### src/rtl/serial_adder_sub.sv
// Bit-serial adder/subtractor: one full-adder cell plus carry flop,
// LSB-first, with valid/ready on operands and result.
module serial_adder_sub #(
  parameter int WIDTH = 8
) (
  input  logic             clk,
  input  logic             rst_n,
  input  logic             in_valid,
  output logic             in_ready,
  input  logic [WIDTH-1:0] a,
  input  logic [WIDTH-1:0] b,
  input  logic             cin,
  input  logic             sub,
  output logic             out_valid,
  input  logic             out_ready,
  output logic [WIDTH-1:0] sum,
  output logic             cout,
  output logic             ovf,
  output logic             busy,
  output logic             bit_out,
  output logic             bit_valid
);

  localparam int CW = (WIDTH > 1) ? $clog2(WIDTH) : 1;

  localparam logic [1:0] IDLE = 2'd0;
  localparam logic [1:0] CALC = 2'd1;
  localparam logic [1:0] DONE = 2'd2;

  logic [1:0]       state;
  logic [WIDTH-1:0] a_sr;
  logic [WIDTH-1:0] b_sr;
  logic [WIDTH-1:0] sum_sr;
  logic             carry;
  logic [CW-1:0]    cnt;
  logic             s;
  logic             c_nxt;
  logic             last;

  assign s     = a_sr[0] ^ b_sr[0] ^ carry;
  assign c_nxt = (a_sr[0] & b_sr[0])
               | (a_sr[0] & carry)
               | (b_sr[0] & carry);
  assign last  = (cnt == CW'(WIDTH - 1));

  assign in_ready  = (state == IDLE);
  assign busy      = (state == CALC);
  assign bit_valid = (state == CALC);
  assign out_valid = (state == DONE);
  assign bit_out   = (state == CALC) & s;

  always_ff @(posedge clk or negedge rst_n) begin
    if (!rst_n) begin
      state  <= IDLE;
      a_sr   <= '0;
      b_sr   <= '0;
      sum_sr <= '0;
      carry  <= 1'b0;
      cnt    <= '0;
      sum    <= '0;
      cout   <= 1'b0;
      ovf    <= 1'b0;
    end else begin
      unique case (1'b1)
        (state == IDLE): begin
          if (in_valid) begin
            a_sr  <= a;
            b_sr  <= sub ? ~b : b;
            carry <= sub ? 1'b1 : cin;
            cnt   <= '0;
            state <= CALC;
          end
        end
        (state == CALC): begin
          sum_sr <= {s, sum_sr[WIDTH-1:1]};
          a_sr   <= a_sr >> 1;
          b_sr   <= b_sr >> 1;
          carry  <= c_nxt;
          cnt    <= cnt + 1'b1;
          // carry still holds the carry into the MSB here
          if (last) begin
            sum   <= {s, sum_sr[WIDTH-1:1]};
            cout  <= c_nxt;
            ovf   <= carry ^ c_nxt;
            state <= DONE;
          end
        end
        (state == DONE): begin
          if (out_ready) state <= IDLE;
        end
        default: state <= IDLE;
      endcase
    end
  end

endmodule

### config.mk
export PLATFORM = sky130hd
export DESIGN_NAME = serial_adder_sub
export DESIGN_NICKNAME = d
export VERILOG_FILES = /design/src/rtl/serial_adder_sub.sv
export SDC_FILE = /design/constraint.sdc
export NUM_CORES = 1
export LEC_CHECK = 0
export BUFFER_PORTS_ARGS = -buffer_cell sky130_fd_sc_hd__clkbuf_2
export CAP_MARGIN = 20
export CORE_ASPECT_RATIO = 0.5
export CORE_UTILIZATION = 55
export DETAILED_ROUTE_END_ITERATION = 8
export PLACE_DENSITY = 0.8
export SLEW_MARGIN = 20
export SYNTH_ARGS = -nofsm -noshare
export SYNTH_HDL_FRONTEND = slang
export SYNTH_SLANG_ARGS = --single-unit
### constraint.sdc
create_clock -name clk -period 2.7 [get_ports clk]
set_input_delay 0.81 -clock clk [delete_from_list [all_inputs] [get_ports clk]]
set_output_delay 0.81 -clock clk [all_outputs]
set_load 0.01 [all_outputs]
Word-level counts from Yosys, hierarchy flattened

Index checks and enable logic that the tools add are counted.

Register bits: 40
Input port bits: 22
Output and inout bits: 15
Word-level logic and storage cells: 45

$add $sub $neg: 1
Eq/ne operators: 6
Mux-type cells: 14
Bitwise logic cells: 10
Reductions and logical operators: 5

Operators with widths:

| cell                | count |
|---|---|
| $pmux 8 s2          | 2 |
| $mux 8              | 3 |
| $not 8->8           | 1 |
| $mux 2              | 3 |
| $pmux 2 s3          | 1 |
| $pmux 3 s2          | 1 |
| $and 1x1->1         | 4 |
| $ne 2x1->1 const B  | 2 |
| $reduce_and 2->1    | 2 |
| $add 3x1->3 const B | 1 |
| $eq 3x3->1 const B  | 1 |
| $mux 3              | 1 |
| $reduce_and 3->1    | 1 |
| $xor 1x1->1         | 3 |
| $eq 2x1->1 const B  | 1 |
| $eq 2x2->1 const B  | 1 |
| $logic_not 2->1     | 1 |
| $mux 1              | 2 |
| $ne 2x2->1 const B  | 1 |
| $or 1x1->1          | 2 |
| $pmux 1 s2          | 1 |
| $reduce_bool 2->1   | 1 |

Logic depth before layout (Yosys ltp)

Gate-level depths: netlist of run 1.

Word-level depth: 4
Depth in mapped cells: 6
Depth with buffers taken out: 5

Worst setup path before layout of run 1

No wires, ideal clock.

Path type: flip-flop to output port
Start point: register a_sr[0]
End point: output bit_out
Data arrival time: 1.102 ns
Data required time: 1.890 ns
Setup slack: 0.788 ns
Cell stages (with the launch flop): 3
Buffers on the path: 0
Cells stage by stage: dfrtp_1 -> fa_1 -> and2_1

Cells in the longest elaborated chain, start to end: 3

RTL lines:

| item                      | RTL line | RTL |
|---|---|---|
| start, declared           | 31       | `logic [WIDTH-1:0] a_sr;` |
| start signal, assigned    | 76       | `a_sr <= a_sr >> 1;` |
| $xor 1x1->1 (2 in series) | 40       | `assign s = a_sr[0] ^ b_sr[0] ^ carry;` |
| named net s               | 36       | `logic s;` |
| $and 1x1->1               | 50       | `assign bit_out = (state == CALC) & s;` |
| end, declared             | 20       | `output logic bit_out,` |

The timed path passes the listed nets, and every way through them passes these cells.

Worst setup path in the final report of run 1

Same ends and word-level chain as after synthesis.

==> results of run 1 <==
==> where the power goes <==
group          total (W)  internal [W]  switching (W)
clock           0.000567      0.000369       0.000198
combinational   0.000903      0.000465       0.000438
sequential       0.00101      0.000836       0.000172
==> final cells by class <==
class	instances	area share
multi-input cells	102	0.3588
clock buffers	6	0.03309
flip-flops and latches	39	0.4450
inverters	6	0.01027
well taps	40	0.02282
repair buffers	42	0.1027
clock inverters	2	0.02738
==> per-stage QoR <==
stage	hold slack, ns	setup WS, ns	cells	utilization	cell area [um^2]
CTS	0.4334	0.3363	237	0.7074	2193
detailed placement	0.4940	0.6283	229	0.6646	2061
floorplan	0.4691	0.7879	160	-	1849
finish	0.4342	0.3587	237	0.7074	2193
global route	0.4484	0.2961	237	0.7074	2193
global placement	0.4686	0.6940	229	0.6646	2061
==> synth_stat cells, drive strengths merged (3+ instances only) <==
cell    instances  area [um^2]
inv             6        22.52
clkbuf          3        11.26
nand2           5        18.77
o32ai           4        35.03
and2b           5        37.54
mux2           17        191.4
o21ai          12        60.06
nor2            4        15.01
a22oi          10        75.07
nor2b           7        43.79
a21oi          10        50.05
xnor2           8        70.07
a221o           5        50.05
dfrtp          39        975.9
buf            10        55.05
==> registers in the layout (all words and copies together), names as in the netlist <==
register	flops
b_sr	8
ovf	1
sum	8
cout	1
a_sr	8
sum_sr	7
cnt	3
carry	1
state	2
==> worst max-delay path, delay by kind of cell, from the launching register on <==
| family | cells | cell delay, ns |
|---|---|---|
| fa+ha+maj | 1 | 0.58 |
| buf+inv | 1 | 0.13 |
| flops | 1 | 0.41 |
| simple gates | 1 | 0.13 |
==> worst max-delay path by stage <==
stage / start / end / slack, ns / cells after the start
5_1_grt: a_sr[0] / bit_out / 0.30 / 3
6_report: a_sr[0] / bit_out / 0.36 / 3
2_1_floorplan: a_sr[0] / bit_out / 0.79 / 2
3_5_place_dp: in_valid / a_sr[7] / 0.63 / 5
4_1_cts: a_sr[0] / bit_out / 0.34 / 3
3_3_place_gp: a_sr[0] / bit_out / 0.69 / 3
==> routing by layer <==
metal,up-vias,track usage
met5,-,0
met4,0,0.07931
met3,2,0.06615
met2,39,0.3967
met1,689,0.3068
li1,639,-
==> cell families after synthesis <==
kind of cell,Yosys count
AOI/OAI and AO/OA,45
xor gates and xnor gates,9
adders and majority gates,3
buffers and inverters,19
DFF,39
muxes,18
and+or+nand+nor,27
==> run summary, run 1 <==
RUN STATUS
------------------------------------------------------------------------------------------------------
Run status                                                                                finished, violations left
Failing checks                                                                            design-rule violations

CTS
------------------------------------------------------------------------------------------------------
Post-CTS repair timing setup buffer count                                                            0
Inserted Clock Buffers                                                                               5
CTS tree                                                                                         built
Cell at the root of the clock tree                                                        sky130_fd_sc_hd__clkbuf_8
Cts-stage hold buffer count                                                                          0
Number of gates resized after cts                                                                    0
Clock transition at the register clock pins on the worst setup and hold paths after CTS        0.08 ns
CTS Sinks                                                                                           39
H-tree depth                                                                                         2
Worst-skew pair later-pin latency                                                              0.29 ns
Number of buffers between clock root and the deepest sink                                            2

GLOBAL ROUTE
------------------------------------------------------------------------------------------------------
Vias in the first global route                                                                    1379
Pin count of the biggest net entering global routing                                                24
GR Overflow Total                                                                                    0
Wire length of the first global-routing pass                                                   6410 um
Number of antenna violations at the first check in global routing                                    0
Global-route usage over all layers                                                              0.2382

CRITICAL PATH
------------------------------------------------------------------------------------------------------
CP Cell Sequence                                                                          fa_1 > and2_1 > clkbuf_2
Start of the worst register-to-register path                                                    cnt[0]
Crit path required time                                                                        1.89 ns
Worst setup EP type                                                                       primary output
CP arrival                                                                                     1.53 ns
Type of origin of the critical path                                                           register
Crit Path Category                                                                        register to primary output
Maximum fanout count along the critical path                                                         3
Slowest stage cell on the critical path                                                   sky130_fd_sc_hd__fa_1
R2R depth                                                                                            4
Max stage delay on crit path                                                                   0.58 ns
Reg-to-reg endpoint                                                                             sum[5]
R2R setup slack                                                                                0.97 ns

LAYOUT
------------------------------------------------------------------------------------------------------
Multi-input gate area in the final layout                                                   787.0 um^2
Antenna diode count                                                                                  0
Layout cell share with drive strength beyond 1                                                  0.3452
Area added between synthesis and finish                                                         18.61%
Final nets                                                                                         221
Most frequent standard cell in the layout excluding fill and tap cells                    sky130_fd_sc_hd__dfrtp_1
Most frequent cells in the layout                                                         sky130_fd_sc_hd__dfrtp_1 (39), sky130_fd_sc_hd__clkbuf_2 (36), sky130_fd_sc_hd__mux2_2 (17)
Combined flip-flop and latch cell area                                                      975.9 um^2
Count of filler cells inserted in the layout                                                       234

ROUTE
------------------------------------------------------------------------------------------------------
DRT antenna net count                                                                                0
Routed length on met3                                                                           168 um
DRC marker count from the first detailed-route iteration                                           104
Met1 wire length                                                                               1652 um
Routed WL                                                                                      3653 um
Routed wirelength normalized by instance count                                                15.41 um
Detailed-route via count                                                                          1369
Residual DRC                                                                                         4
Vias per cell                                                                                    5.776
Highest routing layer actually used                                                               met4
Met2 Routed Length                                                                             1821 um
First-pass iteration count of the detailed router                                                    7

YOSYS
------------------------------------------------------------------------------------------------------
Synthesized netlist cell count                                                                     160
Post-synthesis share of cell area spent on xor and xnor gates                                  0.04263
Main combinational cell family by area after synthesis                                    compound AO/OA/AOI/OAI gates
Fraction of the mapped netlist area in adder cells                                             0.02436
Total number of yosys warnings                                                                       0
Sequential cell area fraction in the yosys report                                               0.5277
Synth Area in Simple Gates                                                                     0.08457
Post-Syn Area                                                                                1849 um^2
Multiplexer share of the synthesized area                                                       0.1089
Compound-Gate Fraction of Synth Area                                                            0.1637
Average footprint of a synthesized cell                                                     11.56 um^2
Number of synthesized register bits                                                                 39
EDFF count, synth                                                                                    0
Dominant synthesized flop cell                                                            sky130_fd_sc_hd__dfrtp_1
Post-synth net total                                                                               185
Post-synth cell types                                                                               28
Post-synth ARST share                                                                            1.000

FLOORPLAN
------------------------------------------------------------------------------------------------------
Horizontal extent of the die                                                                  84.01 um
Floorplan row count                                                                                 14
Height of the chip                                                                               43 um
Die area                                                                                     3612 um^2
Starting density of the core                                                                    0.5964
Total core area                                                                              3100 um^2
Boundary Pins                                                                                       37

PWR
------------------------------------------------------------------------------------------------------
VDD IR-drop max                                                                              0.5439 mV
Ratio of total power to cell area                                                         1130 nW/um^2
Post-layout power                                                                           0.002478 W
Leakage power total                                                                           1.046 nW

PLACED DESIGN
------------------------------------------------------------------------------------------------------
Quantity of I/O buffers inserted on ports                                                           36
Placed wire-length estimate after detailed placement                                           2517 um
GPL Wtd Cong                                                                                    0.7492

STA
------------------------------------------------------------------------------------------------------
Worst-Margin Slew                                                                            0.5406 ns
Max-slew violation total from the final report                                                       0
Share of the cycle needed by the critical path after routing                                    0.8672
Hold violation count in the final report                                                             0
Unrepaired setup endpoints after global routing                                                  false
TNS Setup                                                                                         0 ns
Slew headroom                                                                                   0.6385
Time the worst path needs with I/O delays and setup                                           2.341 ns
Achievable frequency                                                                         427.1 MHz
Worst setup skew after layout                                                              0.005315 ns
Final setup violation count                                                                          0

JOB
------------------------------------------------------------------------------------------------------
Max-cap violation count                                                                              0

HOLD PATH
------------------------------------------------------------------------------------------------------
Type of the tightest min-delay check                                                      input pin to async pin

Power figures use the tool's default switching activity.
==> inputs of run 2 (changes only) <==
CTS_BUF_LIST = sky130_fd_sc_hd__clkbuf_4 sky130_fd_sc_hd__clkbuf_8   (was default)
==> run 2 against run 1 <==
Compared with the run above: the flow still finishes with violations (design-rule violations); final area rose by 0.17%; via count stayed put; utilization up 0.12 points; global-route usage unchanged; first-iteration DRC count unchanged; flip-flop and latch count is the same; hold slack about the same; fmax hardly changed; clock skew about the same; register-to-register slack barely moved; sequential power about the same; critical endpoint unchanged; largest cell class unchanged; largest power group unchanged.
==> run summary, run 2 (synthesis gave the netlist of run 1 again) <==
RUN STATUS
------------------------------------------------------------------------------------------------------
Run status                                                                                finished, violations left
Failing checks                                                                            design-rule violations

ROUTE
------------------------------------------------------------------------------------------------------
Residual DRC                                                                                         4
Detailed-route via count                                                                          1369
DRC marker count from the first detailed-route iteration                                           104
First-pass iteration count of the detailed router                                                    7
Vias per cell                                                                                    5.776
Routed WL                                                                                      3656 um
DRT antenna net count                                                                                0
Routed wirelength normalized by instance count                                                15.43 um

LAYOUT
------------------------------------------------------------------------------------------------------
Final nets                                                                                         221
Combined flip-flop and latch cell area                                                      975.9 um^2
Antenna diode count                                                                                  0
Layout cell share with drive strength beyond 1                                                  0.3503
Area added between synthesis and finish                                                         18.81%
Count of filler cells inserted in the layout                                                       232
Most frequent standard cell in the layout excluding fill and tap cells                    sky130_fd_sc_hd__dfrtp_1
Multi-input gate area in the final layout                                                   787.0 um^2
Biggest regs                                                                              a_sr: 8 flops, b_sr: 8 flops, sum: 8 flops
Most frequent cells in the layout                                                         sky130_fd_sc_hd__dfrtp_1 (39), sky130_fd_sc_hd__clkbuf_2 (36), sky130_fd_sc_hd__mux2_2 (17)
Final standard cell utilization of the core                                                     0.7086

CRITICAL PATH
------------------------------------------------------------------------------------------------------
Maximum fanout count along the critical path                                                         3
Crit Path Category                                                                        register to primary output
Crit path required time                                                                        1.89 ns
Type of origin of the critical path                                                           register
CP arrival                                                                                     1.53 ns
Worst setup EP type                                                                       primary output

STA
------------------------------------------------------------------------------------------------------
Time the worst path needs with I/O delays and setup                                           2.341 ns
Worst setup skew after layout                                                              0.005060 ns
Final setup violation count                                                                          0
Achievable frequency                                                                         427.1 MHz
Slew headroom                                                                                   0.6385
Hold violation count in the final report                                                             0
Max-slew violation total from the final report                                                       0
Unrepaired setup endpoints after global routing                                                  false
Share of the cycle needed by the critical path after routing                                    0.8672
TNS Setup                                                                                         0 ns
Worst-Margin Slew                                                                            0.5406 ns

PWR
------------------------------------------------------------------------------------------------------
Ratio of total power to cell area                                                         1132 nW/um^2
Leakage power total                                                                           1.049 nW
VDD IR-drop max                                                                              0.5440 mV

PLACED DESIGN
------------------------------------------------------------------------------------------------------
Quantity of I/O buffers inserted on ports                                                           36
GPL Wtd Cong                                                                                    0.7492
Placed wire-length estimate after detailed placement                                           2517 um

CTS
------------------------------------------------------------------------------------------------------
Number of gates resized after cts                                                                    0
Inserted Clock Buffers                                                                               5
CTS Sinks                                                                                           39
Post-CTS repair timing setup buffer count                                                            0
Cell at the root of the clock tree                                                        sky130_fd_sc_hd__clkbuf_8
CTS tree                                                                                         built
Worst-skew pair later-pin latency                                                              0.29 ns
Clock transition at the register clock pins on the worst setup and hold paths after CTS        0.08 ns
Number of buffers between clock root and the deepest sink                                            2
H-tree depth                                                                                         2
Cts-stage hold buffer count                                                                          0

GLOBAL ROUTE
------------------------------------------------------------------------------------------------------
Pin count of the biggest net entering global routing                                                24
GR Overflow Total                                                                                    0
Global-route usage over all layers                                                              0.2382
Wire length of the first global-routing pass                                                   6410 um
Number of antenna violations at the first check in global routing                                    0
Vias in the first global route                                                                    1379

FLOORPLAN
------------------------------------------------------------------------------------------------------
Die area                                                                                     3612 um^2
Height of the chip                                                                               43 um
Horizontal extent of the die                                                                  84.01 um
Boundary Pins                                                                                       37
Total core area                                                                              3100 um^2
Starting density of the core                                                                    0.5964
Floorplan row count                                                                                 14

HOLD PATH
------------------------------------------------------------------------------------------------------
Type of the tightest min-delay check                                                      input pin to async pin

JOB
------------------------------------------------------------------------------------------------------
Max-cap violation count                                                                              0

[run 2: cell counts in the layout (fill, tap and decap cells not counted)]
Identical to the previous run, type by type.
[run 2: path summary, 6_finish.rpt]
path / from / endpoint / slack [ns] / cells past startpoint
worst max-delay path: a_sr[0] / bit_out / 0.36 / 3
worst min-delay path: rst_n / sum[5] / 0.43 / 1
worst max register to register: cnt[0] / sum[6] / 0.97 / 4
worst min register to register: sum[4] / sum[4] / 0.51 / 1
max in group asynchronous: rst_n / a_sr[2] / 1.61 / 2
min in group clk: sum[4] / sum[4] / 0.51 / 1
[run 2: metal layers]
layer	share of wire	global-route usage
met1	0.45	0.3068
met2	0.50	0.3967
met3	0.046	0.06615
met4	0.0027	0.07931
met5	0	0
[run 2: metrics by stage]
step | cell area [um^2] | cells | total power (W) | worst slack, ns | hold WS (ns)
after global placement | 2061 | 229 | 0.001865 | 0.6940 | 0.4686
final | 2197 | 237 | 0.002487 | 0.3585 | 0.4342
after CTS | 2197 | 237 | 0.002510 | 0.3363 | 0.4334
after global routing | 2197 | 237 | 0.002653 | 0.2961 | 0.4484
after detailed placement | 2061 | 229 | 0.001927 | 0.6283 | 0.4940
after floorplan | 1849 | 160 | 0.001628 | 0.7879 | 0.4691
[run 2: power breakdown]
part	switching, W	total, W	internal [W]
Sequential	0.000172	0.00101	0.000836
Combinational	0.000438	0.000903	0.000465
Clock	0.000198	0.000577	0.000379
[run 2: cell type report]
| class | instances | share of cell area |
|---|---|---|
| clock buffer | 6 | 0.03474 |
| clock inverter | 2 | 0.02733 |
| inverter | 6 | 0.01025 |
| multi-input combinational | 102 | 0.3582 |
| timing repair buffer | 42 | 0.1025 |
| tap | 40 | 0.02278 |
| sequential | 39 | 0.4442 |
[run 2: critical path, cell delays in order, from the launching register on]
cell and delay (ns):
sky130_fd_sc_hd__dfrtp_1 0.41, sky130_fd_sc_hd__fa_1 0.58, sky130_fd_sc_hd__and2_1 0.13, sky130_fd_sc_hd__clkbuf_2 0.13
==> inputs of run 3 (changes only) <==
PLACE_DENSITY = 0.9   (was 0.8)
==> run 3 against run 2 <==
Compared with the run above: the run still ends with design-rule violations left; fmax decreased by 1.2%; flip-flop and latch count unchanged; sequential power about the same; non-clock buffer count decreased by 1; first-iteration DRC count decreased by 29%; register-to-register slack improved by 0.02 ns; largest power group unchanged.
==> run summary, run 3 (synthesis gave the netlist of run 1 again) <==
RUN STATUS
------------------------------------------------------------------------------------------------------
Run status                                                                                finished, violations left
Failing checks                                                                            design-rule violations

PWR
------------------------------------------------------------------------------------------------------
Leakage power total                                                                           1.023 nW
Switching component of the power                                                           0.0007851 W
Clock network fraction of design power                                                           0.167
Logic gate share of total power                                                                  0.391
Ratio of total power to cell area                                                         1054 nW/um^2
Switching power share of the total                                                              0.3486
VDD IR-drop max                                                                              0.4558 mV
Post-layout power                                                                           0.002252 W
Part of the total power dissipated in sequential elements                                        0.441
Int Power                                                                                   0.001467 W

ROUTE
------------------------------------------------------------------------------------------------------
Vias per cell                                                                                    5.750
Residual DRC                                                                                         6
DRC marker count from the first detailed-route iteration                                            74
Routed WL                                                                                      3368 um
First-pass iteration count of the detailed router                                                    8
DRT antenna net count                                                                                0
Detailed-route via count                                                                          1357
Routed wirelength normalized by instance count                                                14.27 um

CTS
------------------------------------------------------------------------------------------------------
Inserted Clock Buffers                                                                               5
Post-CTS repair timing setup buffer count                                                            0
Cts-stage hold buffer count                                                                          0
Worst-skew pair later-pin latency                                                              0.29 ns
Number of buffers between clock root and the deepest sink                                            2
Cell at the root of the clock tree                                                        sky130_fd_sc_hd__clkbuf_8
CTS tree                                                                                         built
CTS Sinks                                                                                           39
Clock transition at the register clock pins on the worst setup and hold paths after CTS        0.08 ns
Number of gates resized after cts                                                                    0
H-tree depth                                                                                         2

GLOBAL ROUTE
------------------------------------------------------------------------------------------------------
Wire length of the first global-routing pass                                                   5892 um
Number of antenna violations at the first check in global routing                                    0
Global-route usage over all layers                                                              0.2184
Vias in the first global route                                                                    1361
GR Overflow Total                                                                                    0
Pin count of the biggest net entering global routing                                                40

CRITICAL PATH
------------------------------------------------------------------------------------------------------
Worst setup EP type                                                                       primary output
Type of origin of the critical path                                                           register
Crit path required time                                                                        1.89 ns
Crit Path Category                                                                        register to primary output
R2R depth                                                                                            4
Maximum fanout count along the critical path                                                         3
CP arrival                                                                                     1.56 ns

LAYOUT
------------------------------------------------------------------------------------------------------
Most frequent cells in the layout                                                         sky130_fd_sc_hd__dfrtp_1 (39), sky130_fd_sc_hd__clkbuf_2 (36), sky130_fd_sc_hd__mux2_2 (17)
Area added between synthesis and finish                                                         15.56%
Layout cell share with drive strength beyond 1                                                  0.3469
Final Instance Count excl. Fillers                                                                 236
Biggest regs                                                                              a_sr: 8 flops, b_sr: 8 flops, sum: 8 flops
Final standard cell utilization of the core                                                     0.6893
Final nets                                                                                         220
Most frequent standard cell in the layout excluding fill and tap cells                    sky130_fd_sc_hd__dfrtp_1
Antenna diode count                                                                                  0

FLOORPLAN
------------------------------------------------------------------------------------------------------
Height of the chip                                                                               43 um
Horizontal extent of the die                                                                  84.01 um
Die area                                                                                     3612 um^2
Floorplan row count                                                                                 14
Boundary Pins                                                                                       37
Total core area                                                                              3100 um^2
Starting density of the core                                                                    0.5964

PLACED DESIGN
------------------------------------------------------------------------------------------------------
Placed wire-length estimate after detailed placement                                           2385 um
Quantity of I/O buffers inserted on ports                                                           36
Worst setup slack before clock tree synthesis                                                0.6356 ns
Cell Count Post-Placement                                                                          228
GPL Wtd Cong                                                                                    0.7924

STA
------------------------------------------------------------------------------------------------------
Final setup violation count                                                                          0
Unrepaired setup endpoints after global routing                                                  false
Max-slew violation total from the final report                                                       0
Achievable frequency                                                                         422.0 MHz
Time the worst path needs with I/O delays and setup                                           2.369 ns
Worst setup skew after layout                                                              0.004086 ns
Worst-Margin Slew                                                                            0.5306 ns
Final worst-path setup slack                                                                 0.3305 ns
TNS Setup                                                                                         0 ns
Hold violation count in the final report                                                             0
Share of the cycle needed by the critical path after routing                                    0.8776
Slew headroom                                                                                   0.6452

JOB
------------------------------------------------------------------------------------------------------
Max-cap violation count                                                                              0

HOLD PATH
------------------------------------------------------------------------------------------------------
Hold Crit Depth                                                                                      1
Type of the tightest min-delay check                                                      register to register

[run 3: cell types whose count changed in the layout (fill, tap and decap cells not counted)]
cell / change
sky130_fd_sc_hd__buf_4: -1
sky130_fd_sc_hd__bufinv_16: -2
sky130_fd_sc_hd__clkbuf_4: -1
sky130_fd_sc_hd__clkinv_2: +3
[run 3: cell type report]
type                    instances  area (um^2)
flip-flops and latches         39        975.9
fillers                       230        963.4
multi-input cells             102        787.0
repair buffers                 41        217.7
clock buffers                   5        68.82
well taps                      40        50.05
inverters                       6        22.52
clock inverters                 3        15.01
[run 3: path summary, 6_finish.rpt]
| kind | slack, ns | start | to |
|---|---|---|---|
| max | 0.33 | a_sr[0] | bit_out |
| min | 0.51 | sum[6] | sum[6] |
| max reg2reg | 0.99 | cnt[0] | sum[2] |
| min reg2reg | 0.51 | sum[6] | sum[6] |
| max in group asynchronous | 1.79 | rst_n | sum[3] |
| min in group asynchronous | 0.57 | rst_n | a_sr[7] |
[run 3: per-layer routing]
metal	global-route usage	wire, um	vias to the layer above
met3	0.06031	166	12
met2	0.3689	1625	45
met4	0.1103	78	0
met5	0	0	-
met1	0.2634	1498	659
li1	-	-	641
[run 3: power by group through the flow]
stage / sequential (W) / clock [W] / combinational (W)
floorplan: 0.00100 / 0 / 0.000624
global placement: 0.000993 / 0 / 0.000845
detailed placement: 0.00101 / 0 / 0.000893
CTS: 0.000997 / 0.000388 / 0.000894
global route: 0.00103 / 0.000419 / 0.000979
finish: 0.000994 / 0.000377 / 0.000881
[run 3: metrics by stage]
step                      hold WS [ns]  area (um^2)
after CTS                       0.5113         2137
after floorplan                 0.4691         1849
final                           0.5061         2137
after global routing            0.5265         2137
after detailed placement        0.4944         2053
after global placement          0.4803         2053
[run 3: worst max-delay path, cell delays in order (launching register included)]
cell and delay, ns:
sky130_fd_sc_hd__dfrtp_1 0.41, sky130_fd_sc_hd__fa_1 0.57, sky130_fd_sc_hd__and2_1 0.14, sky130_fd_sc_hd__clkbuf_2 0.14
